<file path="config.mk">
export PLATFORM = sky130hd
export DESIGN_NAME = ins_fetch_flat
export DESIGN_NICKNAME = d
export VERILOG_FILES = /design/src/rtl/ins_fetch_if.sv /design/src/rtl/ins_fetch.sv /design/src/flat_wrapper.sv
export SDC_FILE = /design/constraint.sdc
export NUM_CORES = 1
export LEC_CHECK = 0
export ABC_AREA = 0
export BUFFER_PORTS_ARGS = -buffer_cell sky130_fd_sc_hd__buf_2
export CORE_UTILIZATION = 53
export CTS_BUF_LIST = sky130_fd_sc_hd__clkbuf_8 sky130_fd_sc_hd__clkbuf_16
export DETAILED_ROUTE_END_ITERATION = 10
export PLACE_DENSITY_LB_ADDON = 0.2
export SYNTH_ARGS = -nofsm -noshare
export SYNTH_HDL_FRONTEND = slang
export SYNTH_SLANG_ARGS = --single-unit
</file>
<file path="constraint.sdc">
create_clock -name clk -period 5.03 [get_ports clk]
set_input_delay 1.2575 -clock clk [delete_from_list [all_inputs] [get_ports clk]]
set_output_delay 1.2575 -clock clk [all_outputs]
set_load 0.01 [all_outputs]
</file>
<file path="src/rtl/ins_fetch_if.sv">
// Fetch-stage bus: control inputs, instruction-memory address/data and the
// IF/ID pipeline register outputs. The slave modport is the fetch unit.
interface ins_fetch_if #(
  parameter int PC_WIDTH          = 32,
  parameter int INSTRUCTION_WIDTH = 32
);
  logic                         start;
  logic                         halt;
  logic                         stall;
  logic                         redirect;
  logic [PC_WIDTH-1:0]          redirect_target;
  logic [PC_WIDTH-1:0]          pc_address;
  logic [INSTRUCTION_WIDTH-1:0] instruction_in;
  logic [INSTRUCTION_WIDTH-1:0] if_id_instruction;
  logic [PC_WIDTH-1:0]          if_id_pc;
  logic                         if_id_valid;
  logic                         running;
  logic                         misaligned;

  modport slave (
    input  start, halt, stall, redirect, redirect_target, instruction_in,
    output pc_address, if_id_instruction, if_id_pc, if_id_valid, running, misaligned
  );

  modport master (
    output start, halt, stall, redirect, redirect_target, instruction_in,
    input  pc_address, if_id_instruction, if_id_pc, if_id_valid, running, misaligned
  );
endinterface

</file>
<file path="src/rtl/ins_fetch.sv">
// Instruction fetch stage: owns the PC, addresses a combinational instruction
// memory and registers the returned word into the IF/ID pipeline register.
// Optional feature macro: INS_FETCH_MISALIGN_CHECK_EN -- when defined, a
// redirect to a non-word-aligned target halts the stage and sets a sticky
// misaligned flag; when undefined the target's low two bits are cleared.
module ins_fetch #(
  parameter int                           PC_WIDTH          = 32,
  parameter int                           INSTRUCTION_WIDTH = 32,
  parameter logic [PC_WIDTH-1:0]          RESET_PC          = '0,
  parameter logic [INSTRUCTION_WIDTH-1:0] NOP_INSTR         = INSTRUCTION_WIDTH'(32'h0000_0013)
) (
  input logic         clk,
  input logic         rst,
  ins_fetch_if.slave  bus
);

  typedef enum logic [1:0] {
    S_IDLE = 2'd0,
    S_RUN  = 2'd1,
    S_HALT = 2'd2
  } state_t;

  state_t                       r_state, w_state_next;
  logic [PC_WIDTH-1:0]          r_pc, w_pc_next;
  logic [INSTRUCTION_WIDTH-1:0] r_ifid_instr, w_ifid_instr_next;
  logic [PC_WIDTH-1:0]          r_ifid_pc, w_ifid_pc_next;
  logic                         r_ifid_valid, w_ifid_valid_next;
  logic [PC_WIDTH-1:0]          w_pc_plus4;
  logic [PC_WIDTH-1:0]          w_target;

  // Sequential PC increment wraps naturally at 2^PC_WIDTH.
  assign w_pc_plus4 = r_pc + PC_WIDTH'(4);
  // Word-aligned version of the redirect target.
  assign w_target   = bus.redirect_target & ~PC_WIDTH'(3);

`ifdef INS_FETCH_MISALIGN_CHECK_EN
  logic r_misaligned, w_misaligned_next;
  logic w_target_bad;
  assign w_target_bad = |bus.redirect_target[1:0];
`endif

  // State, PC, IF/ID and flag registers with asynchronous reset.
  always_ff @(posedge clk or posedge rst) begin
    if (rst) begin
      r_state      <= S_IDLE;
      r_pc         <= RESET_PC;
      r_ifid_instr <= NOP_INSTR;
      r_ifid_pc    <= RESET_PC;
      r_ifid_valid <= 1'b0;
`ifdef INS_FETCH_MISALIGN_CHECK_EN
      r_misaligned <= 1'b0;
`endif
    end else begin
      r_state      <= w_state_next;
      r_pc         <= w_pc_next;
      r_ifid_instr <= w_ifid_instr_next;
      r_ifid_pc    <= w_ifid_pc_next;
      r_ifid_valid <= w_ifid_valid_next;
`ifdef INS_FETCH_MISALIGN_CHECK_EN
      r_misaligned <= w_misaligned_next;
`endif
    end
  end

  // Next-state and next-register logic; in RUN: redirect > stall > halt > fetch.
  always_comb begin
    w_state_next      = r_state;
    w_pc_next         = r_pc;
    w_ifid_instr_next = r_ifid_instr;
    w_ifid_pc_next    = r_ifid_pc;
    w_ifid_valid_next = r_ifid_valid;
`ifdef INS_FETCH_MISALIGN_CHECK_EN
    w_misaligned_next = r_misaligned;
`endif

    case (r_state)
      S_IDLE: begin
        // Held at the reset image; the start edge itself fetches nothing.
        w_pc_next         = RESET_PC;
        w_ifid_instr_next = NOP_INSTR;
        w_ifid_pc_next    = RESET_PC;
        w_ifid_valid_next = 1'b0;
        if (bus.start) begin
          w_state_next = S_RUN;
        end
      end

      S_RUN: begin
        if (bus.redirect) begin
`ifdef INS_FETCH_MISALIGN_CHECK_EN
          if (w_target_bad) begin
            // Refuse the jump: stop fetching, keep PC, report the fault.
            w_state_next      = S_HALT;
            w_ifid_instr_next = NOP_INSTR;
            w_ifid_valid_next = 1'b0;
            w_misaligned_next = 1'b1;
          end else begin
            w_pc_next         = w_target;
            w_ifid_instr_next = NOP_INSTR;
            w_ifid_valid_next = 1'b0;
          end
`else
          w_pc_next         = w_target;
          w_ifid_instr_next = NOP_INSTR;
          w_ifid_valid_next = 1'b0;
`endif
        end else if (bus.stall) begin
          // Hold everything; defaults already do that.
        end else if (bus.halt) begin
          w_state_next      = S_HALT;
          w_ifid_instr_next = NOP_INSTR;
          w_ifid_valid_next = 1'b0;
        end else begin
          w_ifid_instr_next = bus.instruction_in;
          w_ifid_pc_next    = r_pc;
          w_ifid_valid_next = 1'b1;
          w_pc_next         = w_pc_plus4;
        end
      end

      S_HALT: begin
        // Bubble is already in IF/ID; resume at the held PC.
        if (bus.start) begin
          w_state_next = S_RUN;
        end
      end

      default: begin
        w_state_next = S_IDLE;
      end
    endcase
  end

  assign bus.pc_address        = r_pc;
  assign bus.if_id_instruction = r_ifid_instr;
  assign bus.if_id_pc          = r_ifid_pc;
  assign bus.if_id_valid       = r_ifid_valid;
  assign bus.running           = (r_state == S_RUN);
`ifdef INS_FETCH_MISALIGN_CHECK_EN
  assign bus.misaligned        = r_misaligned;
`else
  assign bus.misaligned        = 1'b0;
`endif

endmodule

</file>
<file path="src/flat_wrapper.sv">
// flat-port wrapper written by rule: the top's interface ports become plain ports
module ins_fetch_flat 
#(
  parameter int                           PC_WIDTH          = 32,
  parameter int                           INSTRUCTION_WIDTH = 32,
  parameter logic [PC_WIDTH-1:0]          RESET_PC          = '0,
  parameter logic [INSTRUCTION_WIDTH-1:0] NOP_INSTR         = INSTRUCTION_WIDTH'(32'h0000_0013)
)
  (clk, rst, bus_start, bus_halt, bus_stall, bus_redirect, bus_redirect_target, bus_instruction_in, bus_pc_address, bus_if_id_instruction, bus_if_id_pc, bus_if_id_valid, bus_running, bus_misaligned);
  ins_fetch_if #(.PC_WIDTH(PC_WIDTH), .INSTRUCTION_WIDTH(INSTRUCTION_WIDTH)) bus_i ();
  input logic clk;
  input logic rst;
  input wire logic [$bits(bus_i.start)-1:0] bus_start;
  input wire logic [$bits(bus_i.halt)-1:0] bus_halt;
  input wire logic [$bits(bus_i.stall)-1:0] bus_stall;
  input wire logic [$bits(bus_i.redirect)-1:0] bus_redirect;
  input wire logic [$bits(bus_i.redirect_target)-1:0] bus_redirect_target;
  input wire logic [$bits(bus_i.instruction_in)-1:0] bus_instruction_in;
  output wire logic [$bits(bus_i.pc_address)-1:0] bus_pc_address;
  output wire logic [$bits(bus_i.if_id_instruction)-1:0] bus_if_id_instruction;
  output wire logic [$bits(bus_i.if_id_pc)-1:0] bus_if_id_pc;
  output wire logic [$bits(bus_i.if_id_valid)-1:0] bus_if_id_valid;
  output wire logic [$bits(bus_i.running)-1:0] bus_running;
  output wire logic [$bits(bus_i.misaligned)-1:0] bus_misaligned;
  assign bus_i.start = bus_start;
  assign bus_i.halt = bus_halt;
  assign bus_i.stall = bus_stall;
  assign bus_i.redirect = bus_redirect;
  assign bus_i.redirect_target = bus_redirect_target;
  assign bus_i.instruction_in = bus_instruction_in;
  assign bus_pc_address = bus_i.pc_address;
  assign bus_if_id_instruction = bus_i.if_id_instruction;
  assign bus_if_id_pc = bus_i.if_id_pc;
  assign bus_if_id_valid = bus_i.if_id_valid;
  assign bus_running = bus_i.running;
  assign bus_misaligned = bus_i.misaligned;
  ins_fetch #(.PC_WIDTH(PC_WIDTH), .INSTRUCTION_WIDTH(INSTRUCTION_WIDTH), .RESET_PC(RESET_PC), .NOP_INSTR(NOP_INSTR)) u_core (.clk(clk), .rst(rst), .bus(bus_i));
endmodule
</file>
==> metrics.txt, run 1 <==
status=completed; Clk Latency, worst-skew pair=0.36 ns; vias in the first global route=3725; total track usage=27.06%; area leader, netlist=dfrtp_1; share of layout cells above drive strength 1=32.78%; Die Y-Extent=94.09 um; Total Wirelength=11350 um; Avg Cell Area, Syn=9.856 um^2; Reg2Reg Launch Point=u_core.r_state[1]$_DFFE_PP0P_; PortBufs=161; Synth async-reset ratio=100.0%; DR vias=4080; gr busiest metal=met2; Post-route DRC=0; clock-pin slew on the worst setup and hold paths=0.09 ns; DIE WIDTH=94.09 um; CTS tree=yes; total grt overflow=0; Routability Congestion=0.7841; FMAX=293.4 MHz; Final Hold Viols=0; synthesized area=4494 um^2; slowest stage delay, CP=0.56 ns; Seq pwr share=45.2%; Yosys cell types=56; Slew Limit Fails=0; top-area cell type share of the netlist area=51.22%; final setup TNS=0 ns; Vias/cell=5.804; post-layout minimum cycle time=3.408 ns; CP max FO=28; Peak VDD IR=219.4 uV; Layout fillers=671; reg2reg setup slack=2.04 ns; hold_buf cts=0; Slew @ Worst Pin=1.154 ns; most common library cell in the layout ignoring fill and taps=buf_2; IO Count=169; largest net degree at the start of global routing=61; power share of the clock group=19.6%; Register-to-Register Path Depth=6; Pleak=2.749 nW; design internal power=1.605 mW; required time of the critical path=3.77 ns; unrepaired setup endpoints after global routing=false; combinational power share=35.2%; P_sw=1.098 mW; Hold WC Path Type=flip-flop to flip-flop; WL per Instance=16.15 um; Switching Share=40.64%; #FFs+latches synth=95; Setup CP Type=flip-flop to output port; cell count after synthesis=456; number of antenna violations at the first check in global routing=0; initial drt markers=177; core box area=8217 um^2; clock tree sinks=95; DP HPWL=7736 um; Pre-antenna DRT Iters=5; Yosys warnings=0; design area=5482 um^2; ant diodes=0; clock skew=0.007010 ns; Tcrit/Tclk final=67.76%; Worst Path Arrival=2.15 ns; commonest non-fill, non-tap cells in the layout=161 x buf_2, 92 x dfrtp_1, 77 x nand2_1, 40 x o21ai_0, 31 x a22o_1; Power Density=493.1 nW/um^2; P&R area growth vs syn=21.97%; max_cap viols=0; CP Launch Type=flip-flop; dpl ws=1.823 ns; std cell rows=33; # H-tree levels=3; Area after DPL=5275 um^2; cts bufs inserted=9; number of flops mapped to enable cells by yosys=0; grt met3 use=3.964%; first-pass GRT wire length=18330 um; ANT nets after route=0; setup violators final=0; slowest CP cell=dfrtp_1; crit-path cells=nand2b_1 -> inv_2 -> buf_2; hold path cells=2; min-delay src=u_core.bus.if_id_pc[3]$_DFFE_PP0P_; synth top area cells=dfrtp_1 51%, nand2_1 6.4%, a22o_1 6.0%; Crit. Startpoint=u_core.r_state[1]$_DFFE_PP0P_; post_cts resized=0; met2 Use GR=42.64%; Net count, final=664; worst rel slew slack=23.10%; Bufs on Longest Clock Path=2; ys flop type=dfrtp_1; die area=8852 um^2; met1 Track Usage GR=37.85%; Setup crit end kind=output port; sequential area share after synthesis=52.98%; Initial Util=54.70%; fin worst setup slack=1.622 ns; Setup Buffers After CTS=0; root buffer cell=clkbuf_8
[power groups by stage]
| stage | sequential [mW] | clock [mW] | combinational, mW |
|---|---|---|---|
| final | 1.22 | 0.529 | 0.952 |
| after global routing | 1.26 | 0.565 | 1.08 |
| after CTS | 1.22 | 0.539 | 0.962 |
| after detailed placement | 1.23 | 0 | 0.962 |
| after global placement | 1.22 | 0 | 0.934 |
| after floorplan | 1.28 | 0 | 0.533 |
[cell families after synthesis]
kind of cell             after synthesis  synth area share, %
AO/OA/AOI/OAI                        158                24.25
AND/OR/NAND/NOR                      148                16.79
flip-flops                            95                52.98
buffers and inverters                 52                5.401
multiplexers                           1               0.2227
adder cells (fa/ha/maj)                1               0.2784
other                                  1              0.08344
[per-layer routing]
metal  wire (um)  share of wire, %
met5           0                 0
met4         206               1.8
met3         767               6.8
met2        5255                46
met1        5123                45
[cell type report]
cell class                 instances  area, um^2  share of cell area, %
clock buffer                       9       123.9                  2.260
clock inverter                     7       82.58                  1.507
inverter                          10       40.04                 0.7304
multi-input combinational        313        1894                  34.56
sequential                        95        2381                  43.44
tap                              105       131.4                  2.397
timing repair buffer             164       828.3                  15.11
[critical path, delay by kind of cell (launching register included)]
family | cells | cell delay [ns]
buffers and inverters | 2 | 0.66
flip-flops | 1 | 0.56
AND/OR/NAND/NOR | 1 | 0.56
[registers in the layout (all words and copies together), names as in the netlist]
| name | cells |
|---|---|
| u_core.bus.pc_address | 30 |
| u_core.bus.if_id_instruction | 32 |
| u_core.bus.if_id_pc | 30 |
| u_core.bus.if_id_valid | 1 |
| u_core.r_state | 2 |
[synthesized netlist by cell type (2+ instances only)]
library cell	count
dfrtp_1	92
nand2_1	77
o21ai_0	40
a22o_1	31
clkbuf_1	18
nand3_1	15
buf_2	13
a21oi_1	12
nor2_1	12
o21ai_1	12
a22oi_1	11
inv_1	9
o311ai_1	9
o31ai_1	9
a31oi_1	8
buf_4	8
nand4_1	8
and3_1	7
nand2b_1	6
a32oi_1	4
o211ai_1	4
dfstp_2	3
nor3_1	3
o22a_1	3
o22ai_1	3
a21o_1	2
and2_1	2
buf_1	2
nand4_2	2
nor3_2	2
nor4_1	2
o2bb2ai_1	2
o41ai_1	2
[metrics by stage]
stage | cells | power (mW) | hold slack, ns | util, %
CTS | 703 | 2.718 | 0.4855 | 66.71
finish | 703 | 2.703 | 0.4808 | 66.71
detailed placement | 687 | 2.192 | 0.4640 | 64.20
global placement | 687 | 2.153 | 0.4557 | 64.20
floorplan | 460 | 1.812 | 0.5014 | -
global route | 703 | 2.906 | 0.5052 | 66.71
[path summary, 6_finish.rpt]
path / end
worst max-delay path: bus_running
worst min-delay path: u_core.bus.if_id_pc[3]$_DFFE_PP0P_
worst max register to register: u_core.bus.pc_address[8]$_DFFE_PP0P_
worst min register to register: u_core.bus.if_id_pc[3]$_DFFE_PP0P_
max in group asynchronous: u_core.bus.pc_address[22]$_DFFE_PP0P_
min in group asynchronous: u_core.bus.if_id_instruction[24]$_DFFE_PP0P_
No activity file was read; power rests on OpenSTA's default activity.
==> run 2: changes to the inputs <==
--- a/config.mk
+++ b/config.mk
@@ -7,7 +7,7 @@
 export LEC_CHECK = 0
 export ABC_AREA = 0
 export BUFFER_PORTS_ARGS = -buffer_cell sky130_fd_sc_hd__buf_2
-export CORE_UTILIZATION = 53
+export CORE_UTILIZATION = 45
 export CTS_BUF_LIST = sky130_fd_sc_hd__clkbuf_8 sky130_fd_sc_hd__clkbuf_16
 export DETAILED_ROUTE_END_ITERATION = 10
 export PLACE_DENSITY_LB_ADDON = 0.2
==> constraint.sdc (replaced) <==
create_clock -name clk -period 2.8 [get_ports clk]
set_input_delay 0.7 -clock clk [delete_from_list [all_inputs] [get_ports clk]]
set_output_delay 0.7 -clock clk [all_outputs]
set_load 0.01 [all_outputs]
==> metrics.txt, run 2 (synthesized netlist as in run 1, its figures left out) <==
crit-path cells=nand2b_1 -> inv_2 -> buf_4 -> buf_2 (was nand2b_1 -> inv_2 -> buf_2); DP HPWL=8016 um (was 7736 um); Peak VDD IR=367.7 uV (was 219.4 uV); Pleak=2.793 nW (was 2.749 nW); unrepaired setup endpoints after global routing=false (unchanged); Buf/Inv on CP=3 (was 2); Die Y-Extent=101.9 um (was 94.09 um); Slew @ Worst Pin=0.9287 ns (was 1.154 ns); delay-heaviest family, CP=buffers and inverters (unchanged); Net count, final=672 (was 664); reg-to-reg endpoint=u_core.bus.pc_address[18]$_DFFE_PP0P_ (was u_core.bus.pc_address[8]$_DFFE_PP0P_); slowest stage delay, CP=0.50 ns (was 0.56 ns); root buffer cell=clkbuf_8 (unchanged); clock skew=0.009744 ns (was 0.007010 ns); Clk Latency, worst-skew pair=0.36 ns (about the same); Crit. Startpoint=u_core.r_state[1]$_DFFE_PP0P_ (unchanged); final setup TNS=0 ns (unchanged); hold_buf cts=0 (unchanged); Initial Util=46.19% (was 54.70%); total grt overflow=0 (unchanged); Setup crit end kind=output port (unchanged); total track usage=23.09% (was 27.06%); core box area=9729 um^2 (was 8217 um^2); Critical path destination=bus_running (unchanged); Layout fillers=901 (was 671); number of antenna violations at the first check in global routing=0 (unchanged); Register-to-Register Path Depth=6 (unchanged); Power Density=888.3 nW/um^2 (was 493.1 nW/um^2); most common library cell in the layout ignoring fill and taps=buf_2 (unchanged); Routability Congestion=0.7890 (was 0.7841); share of layout cells above drive strength 1=34.16% (was 32.78%); Setup CP Type=flip-flop to output port (unchanged); Post-route DRC=1 (was 0); Setup Buffers After CTS=0 (unchanged); P&R area growth vs syn=25.03% (was 21.97%); IO Count=169 (unchanged); Bufs on Longest Clock Path=2 (unchanged); post_cts resized=0 (unchanged); Hold WC Path Type=input port to asynchronous set/reset pin (was flip-flop to flip-flop); Reg area=2381 um^2 (unchanged); std cell rows=36 (was 33); DR vias=4069 (was 4080); clock-pin slew on the worst setup and hold paths=0.09 ns (about the same); Total Wirelength=11560 um (was 11350 um); Pre-antenna DRT Iters=8 (was 5); failing checks=DRC; initial drt markers=155 (was 177); required time of the critical path=2.10 ns (was 3.77 ns); CP Launch Type=flip-flop (unchanged); die area=10390 um^2 (was 8852 um^2); total power=4.991 mW (was 2.703 mW); worst rel slew slack=38.08% (was 23.10%); # H-tree levels=3 (unchanged); slowest CP cell=dfrtp_1 (unchanged); ant diodes=0 (unchanged); commonest non-fill, non-tap cells in the layout=161 x buf_2, 92 x dfrtp_1, 77 x nand2_1, 40 x o21ai_0, 31 x a22o_1 (unchanged); PortBufs=161 (unchanged); post-layout minimum cycle time=2.402 ns; Multi-input gate area=1894 um^2 (unchanged); Slew Limit Fails=0 (unchanged); status=complete, but fails checks (was completed); Reg2Reg Launch Point=u_core.bus.pc_address[2]$_DFFE_PP0P_ (was u_core.r_state[1]$_DFFE_PP0P_); setup violators final=0 (unchanged); largest net degree at the start of global routing=96 (was 61); reg2reg setup slack=0.58 ns (was 2.04 ns); Largest register FFs=32 (unchanged); WP depth=4 (was 3); WL per Instance=15.65 um (was 16.15 um); Final Hold Viols=0 (unchanged); Vias/cell=5.506 (was 5.804); ANT nets after route=0 (unchanged); CP max FO=20 (was 28); vias in the first global route=3748 (was 3725); cts bufs inserted=9 (unchanged); DIE WIDTH=101.9 um (was 94.09 um); FMAX=416.3 MHz; Tcrit/Tclk final=85.79%; max_cap viols=0 (unchanged); first-pass GRT wire length=18440 um (was 18330 um); Worst Path Arrival=1.70 ns (was 2.15 ns); CTS tree=yes (unchanged); clock tree sinks=95 (unchanged)
run 2: report_power, final:
part           total (mW)  internal (mW)  switching (mW)
combinational        1.79          0.697            1.09
clock                1.01          0.524           0.482
sequential           2.19           1.76           0.434
run 2: worst min-delay path by stage:
stage,startpoint,to,slack (ns),depth (start not counted)
floorplan,u_core.r_state[0]$_DFFE_PP0P_,u_core.r_state[0]$_DFFE_PP0P_,0.50,1
global placement,u_core.bus.if_id_pc[13]$_DFFE_PP0P_,u_core.bus.if_id_pc[13]$_DFFE_PP0P_,0.46,2
detailed placement,u_core.bus.if_id_valid$_DFFE_PP0P_,u_core.bus.if_id_valid$_DFFE_PP0P_,0.46,2
CTS,u_core.bus.if_id_pc[8]$_DFFE_PP0P_,u_core.bus.if_id_pc[8]$_DFFE_PP0P_,0.48,2
global route,u_core.bus.if_id_pc[9]$_DFFE_PP0P_,u_core.bus.if_id_pc[9]$_DFFE_PP0P_,0.51,2
finish,rst,u_core.bus.if_id_instruction[26]$_DFFE_PP0P_,0.45,3
run 2: per-stage QoR:
step | worst slack, ns | instances | hold WS, ns | area (um^2) | utilization, %
global placement | 0.3505 | 723 | 0.4560 | 5396 | 55.47
finish | 0.3980 | 739 | 0.4537 | 5619 | 57.75
CTS | 0.3480 | 739 | 0.4847 | 5619 | 57.75
floorplan | 0.9453 | 460 | 0.5014 | 4513 | -
detailed placement | 0.3049 | 723 | 0.4628 | 5396 | 55.47
global route | 0.2617 | 739 | 0.5068 | 5619 | 57.75
run 2: final cells by class:
class                           count  share of cell area, %
Clock buffer                       10                  2.449
Clock inverter                      6                  1.514
Inverter                           10                 0.7348
Multi-Input combinational cell    313                  33.71
Sequential cell                    95                  42.37
Tap cell                          133                  2.961
Timing Repair Buffer              172                  16.25
run 2: worst register-to-register path, delay by kind of cell (launching register included):
family                   cells  cell delay [ns]
AO/OA/AOI/OAI                2             0.21
AND/OR/NAND/NOR              3             1.11
flip-flops                   1             0.50
adder cells (fa/ha/maj)      1             0.27
run 2: layer usage:
layer  track usage (%)  vias to the layer above  part of all wire [%]
li1                  -                     1948                     -
met1             30.66                     1924                    44
met2             36.43                      178                    46
met3             4.651                       19                   7.4
met4             10.88                        0                   2.2
met5                 0                        -                     0
==> run 3: changes to the inputs <==
--- a/config.mk
+++ b/config.mk
@@ -7,8 +7,9 @@
 export LEC_CHECK = 0
 export ABC_AREA = 0
 export BUFFER_PORTS_ARGS = -buffer_cell sky130_fd_sc_hd__buf_2
-export CORE_UTILIZATION = 45
-export CTS_BUF_LIST = sky130_fd_sc_hd__clkbuf_8 sky130_fd_sc_hd__clkbuf_16
+export CELL_PAD_IN_SITES_DETAIL_PLACEMENT = 1
+export CELL_PAD_IN_SITES_GLOBAL_PLACEMENT = 1
+export CORE_UTILIZATION = 33
 export DETAILED_ROUTE_END_ITERATION = 10
 export PLACE_DENSITY_LB_ADDON = 0.2
 export SYNTH_ARGS = -nofsm -noshare
==> metrics.txt, run 3 (synthesized netlist as in run 1, its figures left out) <==
Setup crit end kind=output port (unchanged); Area after DPL=5460 um^2 (was 5396 um^2); CP max FO=11 (was 20); design area=5759 um^2 (was 5619 um^2); power share of the clock group=23.2% (was 20.2%); die area=14090 um^2 (was 10390 um^2); # H-tree levels=3 (unchanged); vias in the first global route=4227 (was 3748); Power Density=915.5 nW/um^2 (was 888.3 nW/um^2); setup violators final=0 (unchanged); Slew @ Worst Pin=0.9437 ns (was 0.9287 ns); Peak VDD IR=378.1 uV (was 367.7 uV); CP Launch Type=flip-flop (unchanged); PortBufs=161 (unchanged); root buffer cell=clkbuf_16 (was clkbuf_8); DR vias=4106 (was 4069); P_sw=2.117 mW (was 2.009 mW); total track usage=20.44% (was 23.09%); initial drt markers=120 (was 155); std cell rows=42 (was 36); CTS tree=yes (unchanged); combinational power share=34.9% (was 35.9%); Pre-antenna DRT Iters=4 (was 8); P&R area growth vs syn=28.15% (was 25.03%); Die Y-Extent=118.7 um (was 101.9 um); max_cap viols=0 (unchanged); first-pass GRT wire length=22380 um (was 18440 um); Net count, final=675 (was 672); clock skew=0.004521 ns (was 0.009744 ns); IO Count=169 (unchanged); Vias/cell=5.224 (was 5.506); post_cts resized=0 (unchanged); Bufs on Longest Clock Path=2 (unchanged); Tcrit/Tclk final=77.68% (was 85.79%); Total Wirelength=13650 um (was 11560 um); Pleak=2.834 nW (was 2.793 nW); status=completed (was complete, but fails checks); Largest register FFs=32 (unchanged); commonest non-fill, non-tap cells in the layout=161 x buf_2, 92 x dfrtp_1, 77 x nand2_1, 40 x o21ai_0, 31 x a22o_1 (unchanged); most common library cell in the layout ignoring fill and taps=buf_2 (unchanged); worst rel slew slack=37.09% (was 38.08%); core box area=13240 um^2 (was 9729 um^2); hold_buf cts=0 (unchanged); Final Hold Viols=0 (unchanged); WL per Instance=17.37 um (was 15.65 um); post-layout minimum cycle time=2.175 ns (was 2.402 ns); design internal power=3.156 mW (was 2.982 mW); clock-pin slew on the worst setup and hold paths=0.06 ns (was 0.09 ns); share of layout cells above drive strength 1=34.48% (was 34.16%); Switching Share=40.14% (was 40.25%); largest net degree at the start of global routing=96 (unchanged); cts bufs inserted=9 (unchanged); Hold WC Path Type=flip-flop to flip-flop (was input port to asynchronous set/reset pin); total grt overflow=0 (unchanged); number of antenna violations at the first check in global routing=1 (was 0); clock tree sinks=95 (unchanged); ANT nets after route=0 (unchanged); Slew Limit Fails=0 (unchanged); DP HPWL=9729 um (was 8016 um); Routability Congestion=0.7865 (was 0.7890); Worst Path Arrival=1.47 ns (was 1.70 ns); Post-route DRC=0 (was 1); Setup CP Type=flip-flop to output port (unchanged); Seq pwr share=42.0% (was 44.0%); DIE WIDTH=118.7 um (was 101.9 um); Setup Buffers After CTS=0 (unchanged); unrepaired setup endpoints after global routing=false (unchanged); FMAX=459.8 MHz (was 416.3 MHz); Initial Util=33.94% (was 46.19%); required time of the critical path=2.10 ns (about the same); final setup TNS=0 ns (unchanged); Clk Latency, worst-skew pair=0.35 ns (was 0.36 ns)
-- run 3: changes by cell type in the layout (fill, tap and decap cells not counted) --
cell / change
clkbuf_1: +1
inv_1: -1
clkbuf_16: +9
diode_2: +1
clkbuf_8: -6
buf_4: +4
buf_12: -1
bufinv_16: -2
clkinv_4: -1
-- run 3: final timing paths --
kind	from	to	slack [ns]	depth (start not counted)
setup / recovery	u_core.r_state[1]$_DFFE_PP0P_	bus_running	0.63	3
hold / removal	u_core.bus.if_id_pc[15]$_DFFE_PP0P_	u_core.bus.if_id_pc[15]$_DFFE_PP0P_	0.47	2
setup reg to reg	u_core.bus.pc_address[14]$_DFFE_PP0P_	u_core.bus.pc_address[31]$_DFFE_PP0P_	0.80	5
hold reg to reg	u_core.bus.if_id_pc[15]$_DFFE_PP0P_	u_core.bus.if_id_pc[15]$_DFFE_PP0P_	0.47	2
max in group asynchronous	rst	u_core.bus.if_id_pc[18]$_DFFE_PP0P_	1.91	3
min in group asynchronous	rst	u_core.bus.if_id_instruction[25]$_DFFE_PP0P_	0.49	3
-- run 3: routing by layer --
layer | global-route usage (%) | up-vias | routed length [um]
li1 | - | 1959 | -
met1 | 26.82 | 2009 | 6275
met2 | 32.38 | 123 | 6322
met3 | 4.585 | 15 | 761
met4 | 8.703 | 0 | 292
met5 | 0 | - | 0
-- run 3: area by class of cell --
cell class                      count  area (um^2)
Antenna cell                        1        2.502
Clock inverter                      2        12.51
Fill cell                        1563         7483
Multi-Input combinational cell    313         1894
Timing Repair Buffer              175        923.4
Sequential cell                    95         2381
Inverter                           10        41.29
Clock buffer                       14        284.0
Tap cell                          176        220.2
-- run 3: worst max-delay path, stage by stage (launching register included) --
cell and delay, ns:
dfrtp_1 0.50, nand2b_1 0.23, inv_2 0.21, buf_2 0.18
-- run 3: per-stage QoR --
step	cells	setup slack, ns	hold slack [ns]	utilization, %	power, mW
floorplan	460	0.9453	0.5014	-	3.255
global placement	769	0.3933	0.4564	41.23	4.028
detailed placement	769	0.3226	0.4654	41.23	4.121
CTS	785	0.5890	0.4803	43.47	5.361
global route	786	0.5354	0.4952	43.49	5.659
finish	786	0.6251	0.4713	43.49	5.273
-- run 3: power by group through the flow --
stage | Combinational, mW | Sequential [mW] | Clock (mW)
floorplan | 0.958 | 2.30 | 0
global placement | 1.81 | 2.22 | 0
detailed placement | 1.88 | 2.24 | 0
CTS | 1.88 | 2.22 | 1.26
global route | 2.06 | 2.29 | 1.31
finish | 1.84 | 2.21 | 1.22
